[src/rtl/rcon_sequencer_if.sv]
// rtl/rcon_sequencer_if.sv - handshake bundle for the key-schedule control sequencer
//
// Purpose: groups the request side (from the key controller) and the word
// descriptor stream (to the key-expansion datapath) into one bundle.
// Ports (signals):
//   start, mode       request from key controller
//   busy, done, err   status back to key controller
//   out_valid/ready   descriptor handshake
//   word_idx, rcon,
//   rot_sub, sub_only,
//   last              descriptor payload
// Modports: master = sequencer, slave = controller/consumer side.
interface rcon_sequencer_if #(
  parameter int WORD_W = 32,
  parameter int IDX_W  = 6
);
  logic              start;
  logic [1:0]        mode;
  logic              busy;
  logic              out_valid;
  logic              out_ready;
  logic [IDX_W-1:0]  word_idx;
  logic [WORD_W-1:0] rcon;
  logic              rot_sub;
  logic              sub_only;
  logic              last;
  logic              done;
  logic              err;

  modport master (
    input  start, mode, out_ready,
    output busy, out_valid, word_idx, rcon, rot_sub, sub_only, last, done, err
  );

  modport slave (
    output start, mode, out_ready,
    input  busy, out_valid, word_idx, rcon, rot_sub, sub_only, last, done, err
  );
endinterface

[src/rtl/rcon_sequencer.sv]
// rtl/rcon_sequencer.sv - sequential AES key-schedule round-constant and transform-flag generator
//
// Purpose: on start, walks the expanded-key word index i from Nk to the final
// index for AES-128/192/256 and emits one registered descriptor per word
// (rcon, rot_sub, sub_only, last) over a valid/ready handshake.
// Ports:
//   clk   rising-edge clock
//   rst   synchronous active-high reset
//   bus   rcon_sequencer_if.master (start/mode in, descriptor stream out,
//         busy/done/err status)
// Build option: RCON_LUT_EN selects a 10-entry constant table indexed by a
// round counter instead of the xtime register chain. Both builds behave
// identically at the ports.
module rcon_sequencer #(
  parameter int WORD_W = 32,
  parameter int IDX_W  = 6
) (
  input logic              clk,
  input logic              rst,
  rcon_sequencer_if.master bus
);

  typedef enum logic [1:0] {
    IDLE = 2'd0,
    RUN  = 2'd1,
    DONE = 2'd2
  } state_e;

  state_e           state_q, state_d;
  logic [1:0]       mode_q, mode_d;
  logic [IDX_W-1:0] idx_q, idx_d;
  logic [2:0]       mod_q, mod_d;
  logic             valid_q, valid_d;
  logic             rot_sub_q, rot_sub_d;
  logic             sub_only_q, sub_only_d;
  logic             last_q, last_d;
  logic             done_q, done_d;
  logic             err_q, err_d;
  logic [7:0]       rc_cur;
  logic             handshake;

  // First word index of a schedule equals Nk.
  function automatic logic [IDX_W-1:0] first_idx(input logic [1:0] m);
    case (m)
      2'b00:   return IDX_W'(4);
      2'b01:   return IDX_W'(6);
      default: return IDX_W'(8);
    endcase
  endfunction

  function automatic logic [IDX_W-1:0] final_idx(input logic [1:0] m);
    case (m)
      2'b00:   return IDX_W'(43);
      2'b01:   return IDX_W'(51);
      default: return IDX_W'(59);
    endcase
  endfunction

  // Nk-1, the wrap point of the mod counter (Nk=8 does not fit in 3 bits).
  function automatic logic [2:0] nk_m1(input logic [1:0] m);
    case (m)
      2'b00:   return 3'd3;
      2'b01:   return 3'd5;
      default: return 3'd7;
    endcase
  endfunction

`ifdef RCON_LUT_EN
  logic [3:0] rnd_q, rnd_d;

  function automatic logic [7:0] rc_lut(input logic [3:0] r);
    case (r)
      4'd1:    return 8'h01;
      4'd2:    return 8'h02;
      4'd3:    return 8'h04;
      4'd4:    return 8'h08;
      4'd5:    return 8'h10;
      4'd6:    return 8'h20;
      4'd7:    return 8'h40;
      4'd8:    return 8'h80;
      4'd9:    return 8'h1b;
      4'd10:   return 8'h36;
      default: return 8'h00;
    endcase
  endfunction

  assign rc_cur = rc_lut(rnd_q);
`else
  logic [7:0] rc_q, rc_d;

  function automatic logic [7:0] xtime(input logic [7:0] x);
    return {x[6:0], 1'b0} ^ (x[7] ? 8'h1b : 8'h00);
  endfunction

  assign rc_cur = rc_q;
`endif

  // valid_q is only ever set in RUN, so it qualifies the handshake alone.
  assign handshake = valid_q && bus.out_ready;

  always_comb begin
    state_d    = state_q;
    mode_d     = mode_q;
    idx_d      = idx_q;
    mod_d      = mod_q;
    valid_d    = valid_q;
    rot_sub_d  = rot_sub_q;
    sub_only_d = sub_only_q;
    last_d     = last_q;
    done_d     = 1'b0;
    err_d      = 1'b0;
`ifdef RCON_LUT_EN
    rnd_d      = rnd_q;
`else
    rc_d       = rc_q;
`endif

    case (state_q)
      IDLE: begin
        if (bus.start) begin
          if (bus.mode == 2'b11) begin
            err_d = 1'b1;
          end else begin
            state_d    = RUN;
            mode_d     = bus.mode;
            idx_d      = first_idx(bus.mode);
            mod_d      = 3'd0;
            valid_d    = 1'b1;
            rot_sub_d  = 1'b1;
            sub_only_d = 1'b0;
            last_d     = 1'b0;
`ifdef RCON_LUT_EN
            rnd_d      = 4'd1;
`else
            rc_d       = 8'h01;
`endif
          end
        end
      end

      RUN: begin
        if (handshake) begin
          if (last_q) begin
            state_d    = DONE;
            idx_d      = '0;
            mod_d      = 3'd0;
            valid_d    = 1'b0;
            rot_sub_d  = 1'b0;
            sub_only_d = 1'b0;
            last_d     = 1'b0;
            done_d     = 1'b1;
          end else begin
            idx_d = idx_q + IDX_W'(1);
            mod_d = (mod_q == nk_m1(mode_q)) ? 3'd0 : mod_q + 3'd1;
            // rc advances after the word that consumed it.
            if (rot_sub_q) begin
`ifdef RCON_LUT_EN
              rnd_d = rnd_q + 4'd1;
`else
              rc_d  = xtime(rc_q);
`endif
            end
            // Flags are computed from the next index so they are registered.
            rot_sub_d  = (mod_d == 3'd0);
            sub_only_d = (nk_m1(mode_q) == 3'd7) && (mod_d == 3'd4);
            last_d     = (idx_d == final_idx(mode_q));
          end
        end
      end

      DONE: begin
        state_d = IDLE;
      end

      default: begin
        state_d = IDLE;
      end
    endcase
  end

  always_ff @(posedge clk) begin
    if (rst) begin
      state_q    <= IDLE;
      mode_q     <= 2'b00;
      idx_q      <= '0;
      mod_q      <= 3'd0;
      valid_q    <= 1'b0;
      rot_sub_q  <= 1'b0;
      sub_only_q <= 1'b0;
      last_q     <= 1'b0;
      done_q     <= 1'b0;
      err_q      <= 1'b0;
`ifdef RCON_LUT_EN
      rnd_q      <= 4'd1;
`else
      rc_q       <= 8'h01;
`endif
    end else begin
      state_q    <= state_d;
      mode_q     <= mode_d;
      idx_q      <= idx_d;
      mod_q      <= mod_d;
      valid_q    <= valid_d;
      rot_sub_q  <= rot_sub_d;
      sub_only_q <= sub_only_d;
      last_q     <= last_d;
      done_q     <= done_d;
      err_q      <= err_d;
`ifdef RCON_LUT_EN
      rnd_q      <= rnd_d;
`else
      rc_q       <= rc_d;
`endif
    end
  end

  assign bus.busy      = (state_q != IDLE);
  assign bus.out_valid = valid_q;
  assign bus.word_idx  = idx_q;
  assign bus.rcon      = rot_sub_q ? (WORD_W'(rc_cur) << (WORD_W - 8)) : '0;
  assign bus.rot_sub   = rot_sub_q;
  assign bus.sub_only  = sub_only_q;
  assign bus.last      = last_q;
  assign bus.done      = done_q;
  assign bus.err       = err_q;

endmodule
[src/flat_wrapper.sv]
// flat-port wrapper written by rule: the top's interface ports become plain ports
module rcon_sequencer_flat 
#(
  parameter int WORD_W = 32,
  parameter int IDX_W  = 6
)
  (clk, rst, bus_start, bus_mode, bus_out_ready, bus_busy, bus_out_valid, bus_word_idx, bus_rcon, bus_rot_sub, bus_sub_only, bus_last, bus_done, bus_err);
  rcon_sequencer_if #(.WORD_W(WORD_W), .IDX_W(IDX_W)) bus_i ();
  input logic clk;
  input logic rst;
  input wire logic [$bits(bus_i.start)-1:0] bus_start;
  input wire logic [$bits(bus_i.mode)-1:0] bus_mode;
  input wire logic [$bits(bus_i.out_ready)-1:0] bus_out_ready;
  output wire logic [$bits(bus_i.busy)-1:0] bus_busy;
  output wire logic [$bits(bus_i.out_valid)-1:0] bus_out_valid;
  output wire logic [$bits(bus_i.word_idx)-1:0] bus_word_idx;
  output wire logic [$bits(bus_i.rcon)-1:0] bus_rcon;
  output wire logic [$bits(bus_i.rot_sub)-1:0] bus_rot_sub;
  output wire logic [$bits(bus_i.sub_only)-1:0] bus_sub_only;
  output wire logic [$bits(bus_i.last)-1:0] bus_last;
  output wire logic [$bits(bus_i.done)-1:0] bus_done;
  output wire logic [$bits(bus_i.err)-1:0] bus_err;
  assign bus_i.start = bus_start;
  assign bus_i.mode = bus_mode;
  assign bus_i.out_ready = bus_out_ready;
  assign bus_busy = bus_i.busy;
  assign bus_out_valid = bus_i.out_valid;
  assign bus_word_idx = bus_i.word_idx;
  assign bus_rcon = bus_i.rcon;
  assign bus_rot_sub = bus_i.rot_sub;
  assign bus_sub_only = bus_i.sub_only;
  assign bus_last = bus_i.last;
  assign bus_done = bus_i.done;
  assign bus_err = bus_i.err;
  rcon_sequencer #(.WORD_W(WORD_W), .IDX_W(IDX_W)) u_core (.clk(clk), .rst(rst), .bus(bus_i));
endmodule
[config.mk]
export PLATFORM = sky130hd
export DESIGN_NAME = rcon_sequencer_flat
export DESIGN_NICKNAME = d
export VERILOG_FILES = /design/src/rtl/rcon_sequencer_if.sv /design/src/rtl/rcon_sequencer.sv /design/src/flat_wrapper.sv
export SDC_FILE = /design/constraint.sdc
export NUM_CORES = 1
export LEC_CHECK = 0
export ABC_AREA = 1
export CAP_MARGIN = 10
export CORE_MARGIN = 2
export CORE_UTILIZATION = 45
export CTS_BUF_LIST = sky130_fd_sc_hd__clkbuf_2 sky130_fd_sc_hd__clkbuf_4 sky130_fd_sc_hd__clkbuf_8
export DETAILED_ROUTE_END_ITERATION = 12
export MAX_ROUTING_LAYER = met4
export PLACE_DENSITY = 0.78
export SYNTH_ARGS = -nofsm -noshare
export SYNTH_HDL_FRONTEND = slang
export SYNTH_SLANG_ARGS = --single-unit
[constraint.sdc]
create_clock -name clk -period 3.25 [get_ports clk]
set_clock_uncertainty 0.2 [all_clocks]
set_input_delay 0.8125 -clock clk [delete_from_list [all_inputs] [get_ports clk]]
set_output_delay 0.8125 -clock clk [all_outputs]
set_load 0.05 [all_outputs]
==> metrics.md, run 1 <==
| Metric | Value |
|---|---|
| Outcome | `finished, final reports clean` |
| DR pass1 iterations | `4` |
| Final hold viol count | `0` |
| Clock network power share | `19.5%` |
| # setup viols final | `0` |
| Vias | `1460` |
| Routed WL | `3.29 mm` |
| Clk sinks | `27` |
| Slew @ Worst Pin | `499 ps` |
| Postcts setup bufs | `0` |
| Io pins | `51` |
| Storage element area | `541 um^2` |
| Count of different cell masters after synthesis | `32` |
| Worst Setup End Kind | `output port` |
| Startpoint Class | `flop` |
| Avg Inst Size Synth | `7.05 um^2` |
| Detailed Route Iter0 Violations | `95` |
| Placer Congestion | `0.874` |
| Ys Warns | `0` |
| Placed cell count | `295` |
| Adder-cell area share of the yosys netlist | `2.35%` |
| Hold path start | `u_core.rc_cur[5]` |
| Compound-Gate Fraction of Synth Area | `15.1%` |
| Clock latency on the worst-skew pair | `330 ps` |
| Met1 usage | `23.2%` |
| Post-route DRC | `0` |
| Reg power frac | `48.6%` |
| DRT antenna net count | `0` |
| Setup TNS | `0 ps` |
| Largest cells by area after synthesis | `dfxtp_1 (34%), buf_4 (11%), nand2_1 (10%)` |
| Fin crit period | `2850 ps` |
| Final std cells w/o fill | `299` |
| Port bufs | `26` |
| Simple-gate share of the synthesized area | `26.7%` |
| Internal | `0.454 mW` |
| Area Overhead vs Synth | `14.9%` |
| Reg2reg path depth | `7` |
| Worst EP required | `2240 ps` |
| CTS Root Cell | `clkbuf_4` |
| Yosys top cell by area | `dfxtp_1` |
| Pre-CTS setup slack | `649 ps` |
| Critical Setup Path Class | `reg -> out` |
| Inserted Diodes | `0` |
| RSZ-0062 raised after global routing | `no` |
| Max Clock Freq | `351 MHz` |
| CTS Hold Bufs | `0` |
| Max capacitance violation total | `0` |
| Initial core utilization | `47.6%` |
| Routed len/inst | `11.0 um` |
| Switch Pwr | `0.307 mW` |
| CTS tree | `built` |
| Mux cell area share after synthesis | `0%` |
| Remaining Overflow, GRT | `0` |
| Pin count of the biggest net entering global routing | `19` |
| Fin crit share | `87.6%` |
| Min-delay worst type | `reg -> reg` |
| Cell area power density | `414 mW/mm^2` |
| Met3 usage | `2.32%` |
| Multi-input gate area | `822 um^2` |
| Synthesized area | `0.00160 mm^2` |
| Hold path endpoint | `u_core.rc_cur[5]` |
| Final-layout fill cell count | `366` |
| Cts repair resizes | `0` |
| Global-route wire length before repair | `5.79 mm` |
| Global routing met2 resource utilization | `29.1%` |
| R2r startpoint | `u_core.state_q[1]` |
| PnR worst setup slack | `402 ps` |
| Comb pwr share | `31.9%` |
| Seq cells post-synth | `27` |
| Total Routing Usage GR | `18.1%` |
| Maximum clock insertion buffer count | `2` |
| Critical Path AT | `1840 ps` |
| Vias in the first global route | `1279` |
| Die X | `63.6 um` |
| Final #Nets | `263` |
| H-tree depth | `1` |
| Die ar. | `0.00405 mm^2` |
| RR Endpoint | `u_core.bus.word_idx[5]` |
| Switching Fraction | `40.3%` |
| Vias per cell | `4.88` |
| Slew headroom | `66.6%` |
| Reg-to-reg setup timing slack | `1370 ps` |
| Core area | `0.00336 mm^2` |
| Sequential element share of the synthesized area | `33.8%` |
| Post-DP HPWL | `2.55 mm` |
| Max-slew violations | `0` |
| Hold depth | `2` |
| Xor-xnor portion of the synthesized cell area | `1.64%` |
| Share of cells above drive strength 1 | `8.70%` |
| Largest family of logic cells by synthesized area | `simple AND/OR/NAND/NOR gates` |
| CP max FO | `11` |
| Reg clk slew, reported paths | `140 ps` |
| Num CTS Buffers | `3` |
| Vert. Die Dim | `63.6 um` |
| Global routing's busiest layer | `met2` |
| Post-Syn Instances | `227` |
| # rows | `21` |
| Initial antenna violation count | `0` |
| Pleak | `0.840 nW` |
| Top cell type's share of synthesized area | `33.8%` |
| Worst VDD drop | `0.208 mV` |
-- state kept, by name (all words and copies together), names as in the netlist --
name,count
u_core.bus.sub_only,1
u_core.bus.rot_sub,1
u_core.mod_q,3
u_core.mode_q,2
u_core.bus.last,1
u_core.bus.out_valid,1
u_core.rc_cur,8
u_core.bus.word_idx,6
u_core.state_q,2
u_core.bus.done,1
u_core.bus.err,1
-- cells in the mapped netlist (all sizes together) --
cell     count
inv         31
nand2       49
o211ai       1
xnor2        1
conb         1
o2111ai      3
a211oi       1
a31oi        1
xor2         2
clkbuf       3
o21ba        1
o21bai       1
ha           3
o22ai        1
nand4        4
o21ai       12
nand3        8
dfxtp       27
nor3         3
nor2        28
buf         26
a21oi       20
-- final cells by class --
| type | instances | area share [%] |
|---|---|---|
| flip-flops and latches | 27 | 29.4 |
| inverters | 31 | 6.33 |
| clock inverters | 1 | 0.272 |
| multi-input cells | 163 | 44.7 |
| well taps | 46 | 3.13 |
| clock buffers | 3 | 1.22 |
| repair buffers | 28 | 15.0 |
-- metrics by stage --
| stage | power (mW) | util, % | hold WS [ps] | cell area, um^2 |
|---|---|---|---|---|
| floorplan | 0.587 | - | 259 | 1690 |
| global placement | 0.615 | 53.9 | 281 | 1810 |
| detailed placement | 0.619 | 53.9 | 279 | 1810 |
| CTS | 0.768 | 54.7 | 302 | 1840 |
| global route | 0.806 | 54.7 | 326 | 1840 |
| finish | 0.761 | 54.7 | 303 | 1840 |
-- layer usage --
metal	vias up	share of wire [%]
met3	5	5.5
li1	733	-
met2	54	47
met5	-	0
met4	0	1.4
met1	668	46
-- worst max path at each step --
stage	from	endpoint	depth (start not counted)
2_1_floorplan	u_core.bus.rot_sub	bus_rcon[25]	3
3_3_place_gp	bus_out_ready	u_core.bus.word_idx[5]	8
3_5_place_dp	bus_mode[0]	u_core.bus.word_idx[5]	9
5_1_grt	u_core.bus.rot_sub	bus_rcon[30]	3
4_1_cts	u_core.bus.rot_sub	bus_rcon[31]	3
6_report	u_core.bus.rot_sub	bus_rcon[31]	3
-- power groups by stage --
| stage | registers (mW) | logic [mW] | clock network [mW] |
|---|---|---|---|
| after detailed placement | 0.377 | 0.242 | 0 |
| after global placement | 0.376 | 0.239 | 0 |
| after CTS | 0.370 | 0.242 | 0.155 |
| final | 0.370 | 0.243 | 0.148 |
| after floorplan | 0.402 | 0.186 | 0 |
| after global routing | 0.374 | 0.261 | 0.170 |
-- worst max-delay path: stages, from the launching register on --
cell and delay (ps):
dfxtp_1 550, nand2_1 80, inv_1 70, clkdlybuf4s50_1 800
-- logic make-up after synthesis --
logic type                 count (synthesis)
and+or+nand+nor                           92
adders and majority gates                  3
xor gates and xnor gates                   3
DFF                                       27
buffers and inverters                     60
AOI/OAI and AO/OA                         41
other                                      1
-- placed cells by master, fill, tap and decap left out, drive strengths merged --
cell            n
nor2           28
a21oi          20
inv            31
o21bai          1
xor2            2
conb           24
a31oi           1
nand4           4
nor3            3
o21ai          12
o211ai          1
buf             2
nand3           8
a211oi          1
xnor2           1
o21ba           1
clkinv          1
dfxtp          27
o22ai           1
ha              3
clkbuf          3
nand2          49
clkdlybuf4s50  26
o2111ai         3
(Power assumes the default switching activity.)
==> run 2, diff against run 1 <==
--- a/config.mk
+++ b/config.mk
@@ -11,6 +11,7 @@
 export CORE_UTILIZATION = 45
 export CTS_BUF_LIST = sky130_fd_sc_hd__clkbuf_2 sky130_fd_sc_hd__clkbuf_4 sky130_fd_sc_hd__clkbuf_8
 export DETAILED_ROUTE_END_ITERATION = 12
+export GPL_TIMING_DRIVEN = 0
 export MAX_ROUTING_LAYER = met4
 export PLACE_DENSITY = 0.78
 export SYNTH_ARGS = -nofsm -noshare
==> metrics.md, run 2 (same netlist as run 1, synthesis figures left out) <==
| Metric | Value |
|---|---|
| Cts repair resizes | `0 (unchanged)` |
| Critical Setup Path Class | `reg -> out` |
| Slowest cell on the critical path | `clkdlybuf4s50_1` |
| Share of cells above drive strength 1 | `16.5% (+7.8 points)` |
| Post-DP Area | `0.00199 mm^2 (+10%)` |
| Remaining Overflow, GRT | `0 (unchanged)` |
| H-tree depth | `1 (unchanged)` |
| Slew @ Worst Pin | `541 ps (+41.2 ps)` |
| Postcts setup bufs | `0 (unchanged)` |
| DR pass1 iterations | `5 (+1)` |
| Inserted Diodes | `0 (unchanged)` |
| Final design utilization | `60.2% (+5.5 points)` |
| # setup viols final | `0 (unchanged)` |
| Worst Setup End Kind | `output port` |
| Initial antenna violation count | `0 (unchanged)` |
| Outcome | `finished, final reports clean` |
| Max-slew violations | `0 (unchanged)` |
| Critical Path AT | `2000 ps (+160 ps)` |
| Placer Congestion | `0.851 (-2.6%)` |
| Total Routing Usage GR | `16.6% (-1.5 points)` |
| Slew headroom | `64.0% (-2.6 points)` |
| Worst EP required | `2240 ps (about the same)` |
| Maximum clock insertion buffer count | `2 (unchanged)` |
| Pleak | `0.973 nW (+16%)` |
| Total chip power | `0.793 mW (+4.2%)` |
| Vias per cell | `4.50 (-7.9%)` |
| Startpoint Class | `flop` |
| Global-route wire length before repair | `5.40 mm (-6.8%)` |
| Pin count of the biggest net entering global routing | `15 (-4)` |
| Max reg flops | `8 (unchanged)` |
| Min-delay worst type | `reg -> reg` |
| DRT antenna net count | `0 (unchanged)` |
| Initial core utilization | `47.6% (unchanged)` |
| Most frequent cells in the layout | `nand2_1 (44), inv_1 (29), dfxtp_1 (27), clkdlybuf4s50_1 (25)` |
| CP max FO | `10 (-1)` |
| Cell Chain, Critical Path | `clkbuf_1 -> nand2_1 -> inv_1 -> clkdlybuf4s50_1` |
| Fin crit share | `92.7% (+5.0 points)` |
| Vias | `1461 (+0.068%)` |
| Max capacitance violation total | `0 (unchanged)` |
| Vias in the first global route | `1226 (-4.1%)` |
| Reg clk slew, reported paths | `150 ps (about the same)` |
| Port bufs | `25 (-3.8%)` |
| Final-layout fill cell count | `325 (-11%)` |
| Die ar. | `0.00405 mm^2 (unchanged)` |
| CTS tree | `built` |
| Worst VDD drop | `0.224 mV (+7.8%)` |
| Die X | `63.6 um (unchanged)` |
| Clk sinks | `27 (unchanged)` |
| Cell area power density | `392 mW/mm^2 (-5.3%)` |
| Placed cell count | `321 (+8.8%)` |
| Final hold viol count | `0 (unchanged)` |
| Hold_ws | `302 ps (-0.606 ps)` |
| Post-route DRC | `0 (unchanged)` |
| CTS Hold Bufs | `0 (unchanged)` |
| Detailed Route Iter0 Violations | `84 (-12%)` |
| Final std cells w/o fill | `325 (+8.7%)` |
| Pre-CTS setup slack | `600 ps (-49.6 ps)` |
| Post-DP HPWL | `2.46 mm (-3.3%)` |
| Vert. Die Dim | `63.6 um (unchanged)` |
| Routed len/inst | `10.1 um (-8.4%)` |
| # rows | `21 (unchanged)` |
| Routed WL | `3.27 mm (-0.49%)` |
| Fin crit period | `3010 ps (+163 ps)` |
| Num CTS Buffers | `3 (unchanged)` |
| Max incr delay on CP | `800 ps (about the same)` |
| Setup TNS | `0 ps (unchanged)` |
| Clock latency on the worst-skew pair | `320 ps (about the same)` |
| Most common cell after layout, fill and taps aside | `nand2_1` |
| Final #Nets | `289 (+9.9%)` |
| Finished layout cell area | `0.00202 mm^2 (+10%)` |
| CTS Root Cell | `clkbuf_4` |
| PnR worst setup slack | `238 ps (-163 ps)` |
| Max Clock Freq | `332 MHz (-5.4%)` |
| Io pins | `51 (unchanged)` |
| Core area | `0.00336 mm^2 (unchanged)` |
| RSZ-0062 raised after global routing | `no` |
| Area Overhead vs Synth | `26.5%` |
## run 2: changes by cell type in the layout (fill, tap and decap cells not counted)
cell / before / now
clkbuf_1: 0 / 3
buf_2: 0 / 1
buf_6: 0 / 1
clkbuf_4: 3 / 4
clkinv_2: 1 / 0
clkdlybuf4s50_1: 26 / 25
buf_4: 2 / 24
## run 2: worst max-delay path: cells and delay by family, from the launching register on
family	cells	cell delay [ps]
flops	1	370
simple gates	1	100
buf+inv	3	1210
## run 2: routing by layer
layer	wire length (um)	vias to the layer above	track usage [%]
met4	0	0	2.99
met5	0	-	-
met1	1490	640	21.5
met3	155	0	2.50
met2	1620	37	27.9
li1	-	784	-
## run 2: where the power goes
group	leakage, nW	switching [mW]	internal, mW
logic	0.735	0.191	0.0805
registers	0.220	0.0172	0.347
clock network	0.0184	0.100	0.0563
## run 2: path summary, 6_finish.rpt
check / start / end / slack (ps) / depth (start not counted)
worst max-delay path: u_core.bus.rot_sub / bus_rcon[24] / 240 / 4
worst min-delay path: u_core.rc_cur[1] / u_core.rc_cur[1] / 300 / 2
worst max register to register: u_core.state_q[1] / u_core.bus.word_idx[5] / 1400 / 7
worst min register to register: u_core.rc_cur[1] / u_core.rc_cur[1] / 300 / 2
## run 2: layout make-up
cell class                 count  area (um^2)  area share, %
timing repair buffer          25          250           12.4
tap                           46         57.6           2.84
inverter                      31          116           5.75
multi-input combinational    163          822           40.6
buffer                        29          208           10.3
clock buffer                   4         30.0           1.48
sequential                    27          541           26.7
